File: src/rtl/fsbx_bridge_if.sv
// Shrinked-AHB slave-side signal bundle between the CPU fabric and fsbx_bridge.
interface fsbx_bridge_if #(
  parameter int unsigned DW = 8,
  parameter int unsigned AW = 24
) ();
  logic          hsel;
  logic          htrans;
  logic          hburst;
  logic          hwrite;
  logic [AW-1:0] haddr;
  logic [DW-1:0] hwdata;
  logic [DW-1:0] hrdata;
  logic          hready;
  logic          hresp;

  modport master (
    output hsel, htrans, hburst, hwrite, haddr, hwdata,
    input  hrdata, hready, hresp
  );

  modport slave (
    input  hsel, htrans, hburst, hwrite, haddr, hwdata,
    output hrdata, hready, hresp
  );
endinterface

File: src/rtl/fsbx_bridge.sv
// AHB-to-FSB bridge: multiplexed address/data bus with block-burst continuation,
// sync-mode timeout with AHB error response and a synchronised interrupt.
module fsbx_bridge #(
  parameter int unsigned DW      = 8,
  parameter int unsigned AW      = 24,
  parameter int unsigned TIMEOUT = 255
) (
  input  logic             hclk,
  input  logic             hreset_n,
  input  logic             sync_mode,
  input  logic [6:0]       async_waitcycle,
  fsbx_bridge_if.slave     ahb,
  output logic             ale_n,
  output logic             cs_n,
  output logic             cmd_n,
  output logic             typ,
  output logic             wr_n,
  input  logic             rdy_n,
  input  logic             irq_n,
  output logic             ad_dir,
  output logic [DW-1:0]    ad_out,
  input  logic [DW-1:0]    ad_in,
  output logic [AW-DW-1:0] aah,
  output logic             fsb_irq
);

  localparam int unsigned TW  = 10;
  localparam int unsigned INC = DW / 8;
  localparam logic [TW-1:0] TMO_LAST = TW'(TIMEOUT - 1);

  typedef enum logic [2:0] {
    S_IDLE, S_ADDR, S_CMD, S_DONE, S_ERR1, S_ERR2
  } state_t;

  state_t r_state, w_next;

  // request / transfer context
  logic          r_pend,      w_pend_d;
  logic [AW-1:0] r_req_addr,  w_req_addr_d;
  logic          r_req_write, w_req_write_d;
  logic          r_req_burst, w_req_burst_d;
  logic [AW-1:0] r_cur_addr,  w_cur_addr_d;
  logic          r_cur_write, w_cur_write_d;
  logic          r_sync,      w_sync_d;
  logic [6:0]    r_cnt,       w_cnt_d;
  logic [TW-1:0] r_tmo,       w_tmo_d;
  logic          r_late,      w_late_d;

  // registered outputs
  logic             r_hready, w_hready_d;
  logic             r_hresp,  w_hresp_d;
  logic [DW-1:0]    r_hrdata, w_hrdata_d;
  logic             r_ale_n,  w_ale_n_d;
  logic             r_cs_n,   w_cs_n_d;
  logic             r_cmd_n,  w_cmd_n_d;
  logic             r_typ,    w_typ_d;
  logic             r_wr_n,   w_wr_n_d;
  logic             r_ad_dir, w_ad_dir_d;
  logic [DW-1:0]    r_ad_out, w_ad_out_d;
  logic [AW-DW-1:0] r_aah,    w_aah_d;
  logic             r_irq_s1, r_irq_s2;

  logic          w_accept;
  logic [AW-1:0] w_req_addr;
  logic          w_req_write;
  logic          w_req_burst;
  logic          w_start;
  logic          w_cont;

  // A request parked during DONE/ERR2 takes precedence over the live bus.
  assign w_accept    = ahb.hsel & ahb.htrans & r_hready;
  assign w_req_addr  = r_pend ? r_req_addr  : ahb.haddr;
  assign w_req_write = r_pend ? r_req_write : ahb.hwrite;
  assign w_req_burst = r_pend ? r_req_burst : ahb.hburst;
  assign w_start     = (r_state == S_IDLE) & (r_pend | w_accept);
  assign w_cont      = w_start & ~r_cs_n & r_typ & w_req_burst &
                       (w_req_write == r_cur_write) &
                       (w_req_addr == r_cur_addr + AW'(INC));

  // State register
  always_ff @(posedge hclk or negedge hreset_n) begin
    if (!hreset_n) r_state <= S_IDLE;
    else           r_state <= w_next;
  end

  // Next state and next values of all registered outputs/context
  always_comb begin
    w_next        = r_state;
    w_pend_d      = r_pend;
    w_req_addr_d  = r_req_addr;
    w_req_write_d = r_req_write;
    w_req_burst_d = r_req_burst;
    w_cur_addr_d  = r_cur_addr;
    w_cur_write_d = r_cur_write;
    w_sync_d      = r_sync;
    w_cnt_d       = r_cnt;
    w_tmo_d       = r_tmo;
    w_late_d      = r_late;
    w_hready_d    = r_hready;
    w_hresp_d     = r_hresp;
    w_hrdata_d    = r_hrdata;
    w_ale_n_d     = r_ale_n;
    w_cs_n_d      = r_cs_n;
    w_cmd_n_d     = r_cmd_n;
    w_typ_d       = r_typ;
    w_wr_n_d      = r_wr_n;
    w_ad_dir_d    = r_ad_dir;
    w_ad_out_d    = r_ad_out;
    w_aah_d       = r_aah;

    if (w_accept) begin
      w_req_addr_d  = ahb.haddr;
      w_req_write_d = ahb.hwrite;
      w_req_burst_d = ahb.hburst;
    end

    unique case (r_state)
      S_IDLE: begin
        if (w_start) begin
          w_pend_d      = 1'b0;
          w_cur_addr_d  = w_req_addr;
          w_cur_write_d = w_req_write;
          w_sync_d      = sync_mode;
          w_cnt_d       = async_waitcycle;
          w_tmo_d       = '0;
          w_hready_d    = 1'b0;
          w_hresp_d     = 1'b0;
          if (w_cont) begin
            w_next     = S_CMD;
            w_ale_n_d  = 1'b1;
            w_cmd_n_d  = 1'b0;
            w_wr_n_d   = ~w_req_write;
            w_ad_dir_d = w_req_write;
            // Parked requests already have hwdata on the bus; live ones get it next cycle.
            if (w_req_write) begin
              if (r_pend) w_ad_out_d = ahb.hwdata;
              else        w_late_d   = 1'b1;
            end
          end else begin
            w_next     = S_ADDR;
            w_cs_n_d   = 1'b0;
            w_ale_n_d  = 1'b0;
            w_cmd_n_d  = 1'b1;
            w_wr_n_d   = 1'b1;
            w_ad_dir_d = 1'b1;
            w_ad_out_d = w_req_addr[DW-1:0];
            w_aah_d    = w_req_addr[AW-1:DW];
            w_typ_d    = w_req_burst;
          end
        end else begin
          w_cs_n_d   = 1'b1;
          w_typ_d    = 1'b0;
          w_hready_d = 1'b1;
          w_hresp_d  = 1'b0;
        end
      end

      S_ADDR: begin
        w_next     = S_CMD;
        w_ale_n_d  = 1'b1;
        w_cmd_n_d  = 1'b0;
        w_wr_n_d   = ~r_cur_write;
        w_ad_dir_d = r_cur_write;
        if (r_cur_write) w_ad_out_d = ahb.hwdata;
      end

      S_CMD: begin
        if (r_late) begin
          w_ad_out_d = ahb.hwdata;
          w_late_d   = 1'b0;
        end
        if (r_sync) begin
          if (!rdy_n) begin
            w_next = S_DONE;
          end else if (r_tmo == TMO_LAST) begin
            w_next = S_ERR1;
          end else begin
            w_tmo_d = r_tmo + TW'(1);
          end
        end else begin
          if (r_cnt == 7'd0) w_next = S_DONE;
          else               w_cnt_d = r_cnt - 7'd1;
        end
        if (w_next == S_DONE) begin
          w_cmd_n_d  = 1'b1;
          w_wr_n_d   = 1'b1;
          w_ad_dir_d = 1'b0;
          w_hready_d = 1'b1;
          w_hresp_d  = 1'b0;
          w_cs_n_d   = ~r_typ;
          if (!r_cur_write) w_hrdata_d = ad_in;
        end else if (w_next == S_ERR1) begin
          w_cmd_n_d  = 1'b1;
          w_wr_n_d   = 1'b1;
          w_cs_n_d   = 1'b1;
          w_typ_d    = 1'b0;
          w_ad_dir_d = 1'b0;
          w_hready_d = 1'b0;
          w_hresp_d  = 1'b1;
        end
      end

      S_DONE: begin
        w_next = S_IDLE;
        if (w_accept) begin
          w_pend_d   = 1'b1;
          w_hready_d = 1'b0;
        end
      end

      S_ERR1: begin
        w_next     = S_ERR2;
        w_hready_d = 1'b1;
        w_hresp_d  = 1'b1;
      end

      S_ERR2: begin
        w_next    = S_IDLE;
        w_hresp_d = 1'b0;
        if (w_accept) begin
          w_pend_d   = 1'b1;
          w_hready_d = 1'b0;
        end
      end

      default: w_next = S_IDLE;
    endcase
  end

  // Context and output registers
  always_ff @(posedge hclk or negedge hreset_n) begin
    if (!hreset_n) begin
      r_pend      <= 1'b0;
      r_req_addr  <= '0;
      r_req_write <= 1'b0;
      r_req_burst <= 1'b0;
      r_cur_addr  <= '0;
      r_cur_write <= 1'b0;
      r_sync      <= 1'b0;
      r_cnt       <= '0;
      r_tmo       <= '0;
      r_late      <= 1'b0;
      r_hready    <= 1'b1;
      r_hresp     <= 1'b0;
      r_hrdata    <= '0;
      r_ale_n     <= 1'b1;
      r_cs_n      <= 1'b1;
      r_cmd_n     <= 1'b1;
      r_typ       <= 1'b0;
      r_wr_n      <= 1'b1;
      r_ad_dir    <= 1'b0;
      r_ad_out    <= '0;
      r_aah       <= '0;
    end else begin
      r_pend      <= w_pend_d;
      r_req_addr  <= w_req_addr_d;
      r_req_write <= w_req_write_d;
      r_req_burst <= w_req_burst_d;
      r_cur_addr  <= w_cur_addr_d;
      r_cur_write <= w_cur_write_d;
      r_sync      <= w_sync_d;
      r_cnt       <= w_cnt_d;
      r_tmo       <= w_tmo_d;
      r_late      <= w_late_d;
      r_hready    <= w_hready_d;
      r_hresp     <= w_hresp_d;
      r_hrdata    <= w_hrdata_d;
      r_ale_n     <= w_ale_n_d;
      r_cs_n      <= w_cs_n_d;
      r_cmd_n     <= w_cmd_n_d;
      r_typ       <= w_typ_d;
      r_wr_n      <= w_wr_n_d;
      r_ad_dir    <= w_ad_dir_d;
      r_ad_out    <= w_ad_out_d;
      r_aah       <= w_aah_d;
    end
  end

  // Two-flop interrupt synchroniser; second stage stores the active-high level
  always_ff @(posedge hclk or negedge hreset_n) begin
    if (!hreset_n) begin
      r_irq_s1 <= 1'b1;
      r_irq_s2 <= 1'b0;
    end else begin
      r_irq_s1 <= irq_n;
      r_irq_s2 <= ~r_irq_s1;
    end
  end

  assign ahb.hrdata = r_hrdata;
  assign ahb.hready = r_hready;
  assign ahb.hresp  = r_hresp;
  assign ale_n      = r_ale_n;
  assign cs_n       = r_cs_n;
  assign cmd_n      = r_cmd_n;
  assign typ        = r_typ;
  assign wr_n       = r_wr_n;
  assign ad_dir     = r_ad_dir;
  assign ad_out     = r_ad_out;
  assign aah        = r_aah;
  assign fsb_irq    = r_irq_s2;

endmodule

File: src/flat_wrapper.sv
// flat-port wrapper written by rule: the top's interface ports become plain ports
module fsbx_bridge_flat 
#(
  parameter int unsigned DW      = 8,
  parameter int unsigned AW      = 24,
  parameter int unsigned TIMEOUT = 255
)
  (hclk, hreset_n, sync_mode, async_waitcycle, ale_n, cs_n, cmd_n, typ, wr_n, rdy_n, irq_n, ad_dir, ad_out, ad_in, aah, fsb_irq, ahb_hsel, ahb_htrans, ahb_hburst, ahb_hwrite, ahb_haddr, ahb_hwdata, ahb_hrdata, ahb_hready, ahb_hresp);
  fsbx_bridge_if #(.DW(DW), .AW(AW)) ahb_i ();
  input  logic hclk;
  input  logic hreset_n;
  input  logic sync_mode;
  input  logic [6:0] async_waitcycle;
  output logic ale_n;
  output logic cs_n;
  output logic cmd_n;
  output logic typ;
  output logic wr_n;
  input  logic rdy_n;
  input  logic irq_n;
  output logic ad_dir;
  output logic [DW-1:0] ad_out;
  input  logic [DW-1:0] ad_in;
  output logic [AW-DW-1:0] aah;
  output logic fsb_irq;
  input wire logic [$bits(ahb_i.hsel)-1:0] ahb_hsel;
  input wire logic [$bits(ahb_i.htrans)-1:0] ahb_htrans;
  input wire logic [$bits(ahb_i.hburst)-1:0] ahb_hburst;
  input wire logic [$bits(ahb_i.hwrite)-1:0] ahb_hwrite;
  input wire logic [$bits(ahb_i.haddr)-1:0] ahb_haddr;
  input wire logic [$bits(ahb_i.hwdata)-1:0] ahb_hwdata;
  output wire logic [$bits(ahb_i.hrdata)-1:0] ahb_hrdata;
  output wire logic [$bits(ahb_i.hready)-1:0] ahb_hready;
  output wire logic [$bits(ahb_i.hresp)-1:0] ahb_hresp;
  assign ahb_i.hsel = ahb_hsel;
  assign ahb_i.htrans = ahb_htrans;
  assign ahb_i.hburst = ahb_hburst;
  assign ahb_i.hwrite = ahb_hwrite;
  assign ahb_i.haddr = ahb_haddr;
  assign ahb_i.hwdata = ahb_hwdata;
  assign ahb_hrdata = ahb_i.hrdata;
  assign ahb_hready = ahb_i.hready;
  assign ahb_hresp = ahb_i.hresp;
  fsbx_bridge #(.DW(DW), .AW(AW), .TIMEOUT(TIMEOUT)) u_core (.hclk(hclk), .hreset_n(hreset_n), .sync_mode(sync_mode), .async_waitcycle(async_waitcycle), .ahb(ahb_i), .ale_n(ale_n), .cs_n(cs_n), .cmd_n(cmd_n), .typ(typ), .wr_n(wr_n), .rdy_n(rdy_n), .irq_n(irq_n), .ad_dir(ad_dir), .ad_out(ad_out), .ad_in(ad_in), .aah(aah), .fsb_irq(fsb_irq));
endmodule
File: config.mk
export PLATFORM = sky130hd
export DESIGN_NAME = fsbx_bridge_flat
export DESIGN_NICKNAME = d
export VERILOG_FILES = /design/src/rtl/fsbx_bridge_if.sv /design/src/rtl/fsbx_bridge.sv /design/src/flat_wrapper.sv
export SDC_FILE = /design/constraint.sdc
export NUM_CORES = 1
export LEC_CHECK = 0
export CAP_MARGIN = 0
export CORE_ASPECT_RATIO = 0.9
export CORE_UTILIZATION = 50
export DETAILED_ROUTE_END_ITERATION = 10
export HOLD_SLACK_MARGIN = 0.08
export PLACE_DENSITY = 0.78
export REMOVE_ABC_BUFFERS = 1
export SYNTH_ARGS = -nofsm -noshare
export SYNTH_HDL_FRONTEND = slang
export SYNTH_SLANG_ARGS = --single-unit
File: constraint.sdc
create_clock -name hclk -period 7.3 [get_ports hclk]
set_input_delay 1.095 -clock hclk [delete_from_list [all_inputs] [get_ports hclk]]
set_output_delay 1.095 -clock hclk [all_outputs]
set_load 0.01 [all_outputs]
==> results of run 1 <==
registers in the layout, indices dropped and copies added (netlist names), 3 cells and up:
| name | flops |
|---|---|
| u_core.aah | 16 |
| u_core.ad_out | 8 |
| u_core.ahb.hrdata | 8 |
| u_core.r_cnt | 7 |
| u_core.r_cur_addr | 24 |
| u_core.r_req_addr | 24 |
| u_core.r_state | 3 |
| u_core.r_tmo | 10 |
routing by layer:
metal,vias to the layer above,share of wire
li1,2432,-
met1,2521,0.45
met2,205,0.48
met3,20,0.058
met4,0,0.012
met5,-,0
worst max-delay path by stage:
| stage | start | end |
|---|---|---|
| 4_1_cts | u_core.r_pend | u_core.aah[6] |
| 3_5_place_dp | ahb_hsel | u_core.aah[6] |
| 6_report | u_core.r_pend | u_core.aah[6] |
| 3_3_place_gp | ahb_hsel | u_core.aah[0] |
| 5_1_grt | u_core.r_pend | u_core.cs_n |
| 2_1_floorplan | ahb_hsel | u_core.r_cnt[1] |
per-stage QoR:
stage	area, um^2	hold slack [ps]	instances	setup WS [ps]	total power, W
after floorplan	5882	405.1	615	2098	0.001805
after CTS	7727	426.6	904	3168	0.003208
after global placement	7079	406.1	872	2949	0.002221
after detailed placement	7079	414.8	872	2836	0.002271
final	7727	422.9	904	3143	0.003201
after global routing	7727	439.1	904	2864	0.003406
final cells by class:
type,count,area share
clock inverter,13,0.02655
inverter,18,0.008744
clock buffer,19,0.05732
multi-input combinational,481,0.3766
sequential,116,0.3766
tap,156,0.02526
timing repair buffer,101,0.1289
where the power goes:
group,switching (W),total [W],leakage (nW),internal (W)
clock,0.000300,0.000914,0.309,0.000614
combinational,0.000565,0.00111,1.60,0.000548
sequential,0.000253,0.00117,1.43,0.000921
cells by family (layout without fill, tap and decap cells):
family                   after synthesis  in the layout  synth area share
AND/OR/NAND/NOR                      256            256            0.1963
AO/OA/AOI/OAI                        141            141            0.1467
flip-flops                           116            116            0.4832
buffers and inverters                 47            151           0.03469
multiplexers                          42             42           0.07499
XOR/XNOR                              37             37           0.05380
adder cells (fa/ha/maj)                5              5           0.01039
critical path, cell delays in order, from the launching register on:
cell	delay [ps]
dfrtp_1	890
buf_4	430
mux2i_1	350
xor2_1	270
a21oi_1	100
o2111ai_1	220
a21oi_1	140
and3_2	250
nor2_2	920
mux2_2	430
synthesized netlist by cell type, types with 2 or more instances:
cell | number | area, um^2
nand2_1 | 140 | 525.5
dfrtp_1 | 110 | 2753
a21oi_1 | 49 | 245.2
o21ai_0 | 37 | 185.2
nor2_1 | 35 | 131.4
xnor2_1 | 22 | 192.7
mux2_2 | 21 | 236.5
mux2i_1 | 20 | 200.2
clkbuf_1 | 19 | 71.32
inv_1 | 18 | 67.56
nand3_1 | 18 | 90.09
xor2_1 | 15 | 131.4
nand4_1 | 10 | 62.56
a221o_1 | 9 | 90.09
a21boi_0 | 8 | 60.06
and3_1 | 8 | 50.05
nor4_1 | 8 | 50.05
nor3_1 | 7 | 35.03
dfstp_2 | 6 | 157.7
a22oi_1 | 5 | 37.54
buf_2 | 5 | 25.02
ha_1 | 5 | 62.56
or3_1 | 5 | 31.28
a21o_1 | 4 | 30.03
o21a_1 | 4 | 30.03
o31ai_1 | 4 | 30.03
a31oi_1 | 3 | 18.77
and2_1 | 3 | 18.77
buf_6 | 3 | 33.78
nand2b_1 | 3 | 18.77
nor2b_1 | 3 | 18.77
a211oi_1 | 2 | 15.01
a32o_1 | 2 | 20.02
and4_1 | 2 | 17.52
nand4b_1 | 2 | 17.52
o2111ai_1 | 2 | 17.52
o22ai_1 | 2 | 12.51
or4_1 | 2 | 15.01
==> results.py, run 1 <==
metrics = {
    "clock_network": {
        "cts_tree": "yes",
        "clk_pin_slew_ps": 50,
        "clock_latency_ps": 410,
        "cts_buffers": 17,
        "cts-resized-gates": 0,
        "cts_max_level": 4,
        "post_cts_buffers": 0,
        "hold_buffers": 0,
        "cts_buffer_depth": 2,
        "root_buffer": "clkbuf_16",
        "cts.sinks": 116,
    },
    "worst_hold_path": {
        "min_from": "u_core.r_irq_s1",
        "min_path_cells": 1,
        "holdPathEnd": "u_core.fsb_irq",
        "hold_class": "reg2reg",
    },
    "sta": {
        "setup_violations": 0,
        "slew-limit-headroom": 0.1760,
        "worst_pin_slew_ps": 1235,
        "final-max-slew-violation-count": 0,
        "fin_worst_skew_ps": 8.180,
        "hold_viol": 0,
        "max_freq_ghz": 0.2406,
        "min_period_over_period": 0.5694,
        "tns_ps": 0,
        "rsz0062_at_grt": "no",
        "layout_min_cycle_time_ps": 4157,
    },
    "detailed_routing": {
        "wl_per_cell_um": 16.58,
        "postRouteAntennaNets": 0,
        "first_iter_violations": 379,
        "drt-pass1-iter-count": 6,
        "drt_wl_total_mm": 14.99,
        "drc_errors": 0,
        "via_per_inst": 5.728,
        "vias": 5178,
    },
    "finish": {
        "nFillCells": 926,
        "final_nets": 796,
        "layout_commonest_cell": "nand2_1",
        "multi_input_area_mm2": 0.002910,
        "final-seq-area_mm2": 0.002910,
        "fin_util": 0.6677,
        "drive_gt1_frac": 0.09893,
        "n_antenna_cell": 0,
        "areaGrowthSynthToFinish_pct": 28.29,
        "final_cell_mix": "nand2_1 (140), dfrtp_1 (110), clkdlybuf4s50_1 (95), a21oi_1 (49), o21ai_0 (37)",
    },
    "floorplanning": {
        "die_area_mm2": 0.01249,
        "core_area_mm2": 0.01157,
        "die_h_um": 106.1,
        "die_x_um": 117.7,
        "start_util": 0.5204,
        "core.rowCount": 37,
        "pin_count": 97,
    },
    "power_and_ir_drop": {
        "power_density_mw_per_mm2": 414.3,
        "vdd_ir_drop_max_v": 0.0001777,
        "p_leak_nw": 3.339,
    },
    "global_routing": {
        "overflow": 0,
        "grt_pass1_vias": 5137,
        "grt_use_met3": 0.06277,
        "grt_busiest_layer": "met2",
        "grt_util_met2": 0.4168,
        "met1_usage": 0.3452,
        "grt_pass1_wl_mm": 25.48,
        "grt_max_degree": 75,
        "grtUsageTotal": 0.2589,
        "grt_antenna_before_repair": 0,
    },
    "status": {
        "status": "finished, final reports clean",
    },
    "worst_setup_path": {
        "crit_arrival_ps": 4450,
        "critPathKind": "reg2reg",
        "rr_startpoint": "u_core.r_pend",
        "crit_path_end_kind": "register",
        "reg2reg_depth": 9,
        "reg2reg_setup_slack_ps": 3140,
        "reg2reg_to": "u_core.aah[6]",
        "path_max_fanout": 25,
        "cp-start-kind": "register",
        "crit_required_ps": 7590,
    },
    "yosys": {
        "synth_enable_flop_cells": 0,
        "ys_seq_area_frac": 0.4832,
        "synthFlopType": "dfrtp_1",
        "syn_area_per_cell_um2": 9.353,
        "synth-seq-cells": 116,
        "ys_warn_count": 0,
        "syn_area_mm2": 0.006023,
        "async_flop_share": 1.000,
        "syn_inst": 644,
        "ys_types": 61,
    },
    "run": {
        "maxCapViolCount": 0,
    },
    "placed_design": {
        "dp_hpwl_mm": 9.904,
        "port_buffers": 96,
        "gp_congestion": 0.8697,
    },
}
Note: power is estimated with default switching activity, not from simulation.
==> run 2, diff against run 1 <==
- clock period: 7.3 -> 3.99 ns (I/O delays scaled with it)
==> results.py, run 2 (synthesis gave the netlist of run 1 again) <==
metrics = {
    "finish": {
        "final_cells": 911,
        "drive_gt1_frac": 0.1073,
        "layout_commonest_cell": "nand2_1",
        "n_antenna_cell": 0,
        "finalInstanceArea_mm2": 0.007789,
        "final_cell_mix": "nand2_1 (140), dfrtp_1 (110), clkdlybuf4s50_1 (95), a21oi_1 (49), o21ai_0 (37)",
        "fin_util": 0.6730,
        "final-seq-area_mm2": 0.002910,
        "multi_input_area_mm2": 0.002910,
        "areaGrowthSynthToFinish_pct": 29.31,
        "nFillCells": 899,
        "final_nets": 803,
    },
    "power_and_ir_drop": {
        "power_switching_w": 0.002019,
        "p_comb_frac": 0.353,
        "p_seq_frac": 0.370,
        "vdd_ir_drop_max_v": 0.0003561,
        "p_leak_nw": 3.378,
        "p_clk_frac": 0.276,
        "intPower_w": 0.003785,
        "p_total_w": 0.005803,
        "swShare": 0.3478,
        "power_density_mw_per_mm2": 745.1,
    },
    "worst_setup_path": {
        "path_max_fanout": 25,
        "crit_required_ps": 4290,
        "rr_startpoint": "u_core.r_pend",
        "cp-start-kind": "register",
        "crit_start": "u_core.r_pend",
        "crit_arrival_ps": 4070,
        "critPathKind": "reg2reg",
        "crit_path_end_kind": "register",
    },
    "sta": {
        "slew-limit-headroom": 0.1948,
        "layout_min_cycle_time_ps": 3773,
        "max_freq_ghz": 0.2650,
        "setup_violations": 0,
        "hold_ws_ps": 268.1,
        "fin_worst_skew_ps": 10.15,
        "worst_pin_slew_ps": 1206,
        "min_period_over_period": 0.9457,
        "rsz0062_at_grt": "no",
        "final-max-slew-violation-count": 0,
        "hold_viol": 0,
    },
    "status": {
        "status": "finished, final reports clean",
    },
    "detailed_routing": {
        "postRouteAntennaNets": 0,
        "drt_wl_total_mm": 15.14,
        "drc_errors": 0,
        "drt-pass1-iter-count": 5,
        "highest_layer": "met4",
        "wl_met2_mm": 7.222,
        "first_iter_violations": 414,
        "m1WireLength_mm": 6.856,
        "wl_per_cell_um": 16.61,
        "via_per_inst": 5.643,
        "dr_wl_met3_um": 840,
        "vias": 5141,
    },
    "clock_network": {
        "clock_latency_ps": 420,
        "clk_pin_slew_ps": 50,
        "cts_buffer_depth": 2,
        "cts_max_level": 4,
        "cts-resized-gates": 0,
        "cts.sinks": 116,
        "root_buffer": "clkbuf_16",
        "cts_buffers": 17,
        "hold_buffers": 0,
        "cts_tree": "yes",
        "post_cts_buffers": 0,
    },
    "floorplanning": {
        "die_h_um": 106.1,
        "die_area_mm2": 0.01249,
        "core_area_mm2": 0.01157,
        "start_util": 0.5204,
        "pin_count": 97,
        "die_x_um": 117.7,
        "core.rowCount": 37,
    },
    "placed_design": {
        "dp_hpwl_mm": 10.13,
        "place_area_mm2": 0.007157,
        "port_buffers": 96,
        "gp_congestion": 0.9085,
        "dpl.cell_count": 879,
    },
    "global_routing": {
        "grt_max_degree": 117,
        "grt_antenna_before_repair": 0,
        "grt_pass1_wl_mm": 24.97,
        "overflow": 0,
        "grtUsageTotal": 0.2543,
        "grt_pass1_vias": 5040,
    },
    "worst_hold_path": {
        "hold_class": "in2async",
    },
    "run": {
        "maxCapViolCount": 0,
    },
}
-- run 2: path summary, 6_finish.rpt --
kind                       cells after the start              endpoint  slack [ps]
max in group asynchronous                      2  u_core.r_req_addr[8]        3290
setup reg to reg                               9         u_core.aah[4]         220
min in group hclk                              1        u_core.fsb_irq         420
hold / removal                                 2        u_core.fsb_irq         270
setup / recovery                               9         u_core.aah[4]         220
hold reg to reg                                1        u_core.fsb_irq         420
-- run 2: critical path, cell delays in order (launching register included) --
cell	delay, ps
dfrtp_1	690
buf_4	290
mux2i_1	560
xnor2_1	200
a22oi_1	90
o221ai_1	190
nor4_2	90
and3_2	210
nor2_2	910
mux2_2	430
-- run 2: metal layers --
| metal | track usage | vias to the layer above |
|---|---|---|
| li1 | - | 2455 |
| met1 | 0.3359 | 2464 |
| met2 | 0.4155 | 199 |
| met3 | 0.05687 | 23 |
| met4 | 0.08425 | 0 |
| met5 | 0 | - |
-- run 2: through the flow --
stage	worst slack, ps	TNS, ps
finish	216.6	0
floorplan	-715.0	-4699
global placement	176.4	0
global route	1.934	0
detailed placement	100.6	0
CTS	228.5	0
-- run 2: final cells by class --
| cell class | instances | share of cell area |
|---|---|---|
| timing repair buffer | 108 | 0.1378 |
| inverter | 18 | 0.008675 |
| clock inverter | 8 | 0.01542 |
| tap | 156 | 0.02506 |
| sequential | 116 | 0.3737 |
| clock buffer | 24 | 0.06570 |
| multi-input combinational | 481 | 0.3737 |
-- run 2: power groups by stage --
stage | clock [W] | combinational, W | sequential [W]
after floorplan | 0 | 0.00117 | 0.00213
after global placement | 0 | 0.00196 | 0.00211
after detailed placement | 0 | 0.00204 | 0.00214
after CTS | 0.00162 | 0.00205 | 0.00214
after global routing | 0.00167 | 0.00227 | 0.00222
final | 0.00160 | 0.00205 | 0.00215
==> run 3, diff against run 2 <==
- CORE_MARGIN: unset -> 5
==> results.py, run 3 (synthesis gave the netlist of run 1 again) <==
metrics = {
    "worst_hold_path": {
        "hold_class": "in2async",
    },
    "clock_network": {
        "cts_buffers": 17,
        "cts_buffer_depth": 2,
        "root_buffer": "clkbuf_16",
        "cts-resized-gates": 0,
        "clock_latency_ps": 420,
        "clk_pin_slew_ps": 50,
        "cts_max_level": 4,
        "cts.sinks": 116,
        "hold_buffers": 0,
        "cts_tree": "yes",
        "post_cts_buffers": 0,
    },
    "sta": {
        "max_freq_ghz": 0.2861,
        "fin_worst_skew_ps": 6.777,
        "setup_violations": 0,
        "slew-limit-headroom": 0.4126,
        "worst_pin_slew_ps": 881.1,
        "final-max-slew-violation-count": 0,
        "layout_min_cycle_time_ps": 3496,
        "tns_ps": 0,
        "rsz0062_at_grt": "no",
        "hold_ws_ps": 280.9,
        "min_period_over_period": 0.8761,
        "hold_viol": 0,
    },
    "power_and_ir_drop": {
        "vdd_ir_drop_max_v": 0.0003814,
        "p_clk_frac": 0.286,
        "p_leak_nw": 3.398,
        "power_switching_w": 0.002023,
        "power_density_mw_per_mm2": 751.6,
        "intPower_w": 0.003849,
        "p_comb_frac": 0.349,
        "p_total_w": 0.005872,
        "p_seq_frac": 0.366,
        "swShare": 0.3445,
    },
    "worst_setup_path": {
        "crit_arrival_ps": 3790,
        "crit_path_end_kind": "register",
        "path_max_fanout": 12,
        "crit_required_ps": 4290,
        "cp-start-kind": "register",
        "critPathKind": "reg2reg",
    },
    "detailed_routing": {
        "first_iter_violations": 456,
        "via_per_inst": 5.587,
        "drc_errors": 0,
        "drt-pass1-iter-count": 5,
        "drt_wl_total_mm": 15.19,
        "vias": 5118,
        "wl_per_cell_um": 16.58,
        "postRouteAntennaNets": 0,
    },
    "floorplanning": {
        "start_util": 0.5047,
        "die_area_mm2": 0.01434,
        "core_area_mm2": 0.01193,
        "pin_count": 97,
        "die_h_um": 114.1,
        "core.rowCount": 38,
        "die_x_um": 125.7,
    },
    "finish": {
        "fin_util": 0.6546,
        "layout_commonest_cell": "nand2_1",
        "areaGrowthSynthToFinish_pct": 29.70,
        "drive_gt1_frac": 0.1085,
        "final_nets": 804,
        "final_cell_mix": "nand2_1 (140), dfrtp_1 (110), clkdlybuf4s50_1 (95), a21oi_1 (49), o21ai_0 (37)",
        "n_antenna_cell": 0,
        "final_cells": 916,
    },
    "global_routing": {
        "overflow": 0,
        "grt_pass1_vias": 5144,
        "grt_max_degree": 67,
        "grt_pass1_wl_mm": 25.23,
        "grt_antenna_before_repair": 0,
        "grtUsageTotal": 0.2212,
    },
    "placed_design": {
        "dp_hpwl_mm": 10.48,
        "dpl.cell_count": 884,
        "port_buffers": 96,
        "gp_congestion": 0.9075,
    },
    "status": {
        "status": "finished, final reports clean",
    },
    "run": {
        "maxCapViolCount": 0,
    },
}
## run 3: cell types whose count changed in the layout (fill, tap and decap cells not counted), sizes merged
cell / change
clkinvlp: -2
buf: +1
bufinv: +1
clkinv: +1
## run 3: path summary, 6_finish.rpt
kind | startpoint | to | slack (ps) | cells past startpoint
worst min-delay path | hreset_n | u_core.ahb.hrdata[1] | 280 | 1
max in group asynchronous | hreset_n | u_core.wr_n | 2900 | 2
worst min register to register | u_core.r_irq_s1 | u_core.fsb_irq | 420 | 1
worst max-delay path | u_core.r_pend | u_core.ad_out[7] | 490 | 9
min in group hclk | u_core.r_irq_s1 | u_core.fsb_irq | 420 | 1
worst max register to register | u_core.r_pend | u_core.ad_out[7] | 490 | 9
## run 3: area by class of cell
type,instances,area [um^2]
tap,160,200.2
inverter,18,67.56
sequential,116,2910
fill,924,4121
clock inverter,8,143.9
clock buffer,24,511.7
multi-input combinational,481,2910
timing repair buffer,109,1069
## run 3: worst max-delay path, cell delays in order (launching register included)
cell	delay [ps]
dfrtp_1	630
buf_4	340
mux2i_1	330
xor2_1	310
nor2_1	80
or3_1	390
nor4_2	330
nand4_1	350
o211a_2	290
a221o_1	310
## run 3: stage by stage
step	worst slack, ps	instance area, um^2
after floorplan	-715.0	5882
after detailed placement	419.4	7157
after global routing	197.3	7812
after global placement	527.6	7157
after CTS	513.9	7812
final	494.5	7812
## run 3: per-layer routing
| layer | track usage | share of wire | vias to the layer above |
|---|---|---|---|
| li1 | - | - | 2447 |
| met1 | 0.2952 | 0.45 | 2475 |
| met2 | 0.3535 | 0.47 | 168 |
| met3 | 0.05924 | 0.061 | 28 |
| met4 | 0.07370 | 0.017 | 0 |
| met5 | 0 | 0 | - |
## run 3: power by group through the flow
stage,registers (W),logic (W),clock network [W]
after floorplan,0.00213,0.00117,0
after global placement,0.00212,0.00196,0
after detailed placement,0.00214,0.00204,0
after CTS,0.00214,0.00206,0.00169
after global routing,0.00222,0.00228,0.00175
final,0.00215,0.00205,0.00168
==> variant, RTL diff (flow settings as in run 2) <==
The localparam `TW` goes from 10 to 5.
--- a/src/rtl/fsbx_bridge.sv
+++ b/src/rtl/fsbx_bridge.sv
@@ -24,7 +24,7 @@
   output logic             fsb_irq
 );
 
-  localparam int unsigned TW  = 10;
+  localparam int unsigned TW  = 5;
   localparam int unsigned INC = DW / 8;
   localparam logic [TW-1:0] TMO_LAST = TW'(TIMEOUT - 1);
 
Check against the original RTL: no difference found for any inputs over 4 cycles, from zero or initial values and one cycle with hreset_n low; that may be too few to reach the edited logic, so the function may still have changed.
==> variant against run 2 <==
Global-route usage down 1.3 points. Wire length down 6.4%. Worst setup slack better by 0.23 ns. Total power down 8.6%. Critical endpoint is now u_core.ad_out[1]$_DFFE_PN0P_. First-iteration DRC count down 21%. Synthesized area down 1.2%. Cell area down 5.5%. Sequential cell count down 5. Largest power group is now combinational logic.
==> variant: results (changes against run 2) <==
stage,metric,value,unit,change
worst_setup_path,slowest_delay,0.79,ns,-0.12 ns
global_routing,grt_util_all_layers,0.2414,,-0.01285
drt,vias,5005,,-2.6%
synthesis,synth_common_cells,"120 x nand2_1, 105 x dfrtp_1, 61 x nor2_1, 39 x mux2i_1, 38 x a21oi_1",,
final_layout,finalNetCount,788,,-1.9%
worst_setup_path,cp.arrival,3.76,ns,-0.31 ns
placed_design,place.gp.congestion,0.8673,,-4.5%
outcome,status,"complete, no violations",,
clock_network,clock_path_buffers,2,,unchanged
power,combPwrFrac,0.427,,+0.074
worst_setup_path,path_max_fanout,21,,-16%
power,switching_share,0.3855,,+0.03769
worst_setup_path,slowest_stage,dfrtp_2,,
synthesis,synth_xor_area_frac,0.05928,,+0.005480
worst_setup_path,crit_end,u_core.ad_out[1]$_DFFE_PN0P_,,
clock_network,cts-buffers-inserted,9,,-8
clock_network,cts_max_level,3,,-1
clock_network,clkSlewWorstSetupHoldPaths,0.07,ns,+0.02 ns
placed_design,dp_slack,0.4096,ns,+0.3090 ns
synthesis,synth_compound_area_frac,0.1322,,-0.01443
worst_setup_path,critPathKind,register to register,,
drt,dr.pass1.iters,5,,unchanged
power,clkPwrFrac,0.168,,-0.108
global_routing,grt_pass1_wl,22920,µm,-8.2%
clock_network,cts_setup_buffers,0,,unchanged
drt,drt_iter0_markers,329,,-21%
clock_network,clock_latency,0.36,ns,-0.06 ns
synthesis,yosysWarnings,0,,unchanged
power,power.leakage,3.106,nW,-8.0%
timing,timing.hold.ws,0.3522,ns,+0.08403 ns
synthesis,async_flop_share,1.000,,unchanged
timing,fmax,0.2821,GHz,+6.5%
final_layout,drive_above_1_share,0.08607,,-0.02122
synthesis,synthCells,637,,-1.1%
synthesis,ys_types,60,,-1.6%
synthesis,synth_top_cells_by_area,"dfrtp_1 44%, nand2_1 7.6%, mux2i_1 6.6%, nor2_1 3.8%, a21oi_1 3.2%",,
worst_setup_path,cp_top_family,compound AO/OA/AOI/OAI gates,,
timing,slew_headroom,0.4252,,+0.2304
worst_setup_path,rrSetupSlack,0.45,ns,+0.23 ns
power,peakVddDrop,430.3,µV,+21%
final_layout,fill_cells,933,,+3.8%
synthesis,synthAdderAreaFrac,0.01051,,+0.0001245
placed_design,place_area,0.007064,mm²,-1.3%
placed_design,placed_cells,872,,-0.80%
global_routing,grt_antenna_before_repair,0,,unchanged
synthesis,muxShareOfSynthArea,0.09397,,+0.01898
global_routing,grt_max_degree,68,,-42%
global_routing,grt_pass1_vias,4772,,-5.3%
drt,drt-total-wl,14160,µm,-6.4%
placed_design,dp_hpwl,10000,µm,-1.3%
timing,skew,0.01295,ns,+0.002803 ns
synthesis,ys_seq_area_frac,0.4679,,-0.01523
clock_network,root_buffer,clkbuf_16,,
worst_setup_path,r2r-start,u_core.r_pend$_DFFE_PN0P_,,
final_layout,n_antenna_cell,0,,unchanged
drt,viasPerCell,5.636,,-0.12%
==> variant: area by class of cell <==
class / instances / area (µm²) / area share
Timing Repair Buffer: 111 / 1071 / 0.1455
Multi-Input combinational cell: 463 / 2895 / 0.3934
Clock inverter: 5 / 42.54 / 0.005780
Clock buffer: 11 / 252.7 / 0.03434
Tap cell: 156 / 195.2 / 0.02652
Sequential cell: 111 / 2786 / 0.3786
Inverter: 31 / 116.4 / 0.01581
==> variant: metal layers <==
metal | up-vias | wire (µm) | track usage
met5 | - | 0 | 0
met4 | 0 | 225 | 0.05696
met3 | 26 | 911 | 0.07303
met2 | 171 | 6764 | 0.3876
met1 | 2416 | 6260 | 0.3191
li1 | 2392 | - | -
==> variant: logic make-up (layout without fill, tap and decap cells) <==
logic type	Yosys count	after routing
DFF	111	111
xor gates and xnor gates	37	37
buffers and inverters	63	158
adders and majority gates	5	5
and+or+nand+nor	250	250
muxes	54	54
AOI/OAI and AO/OA	117	117
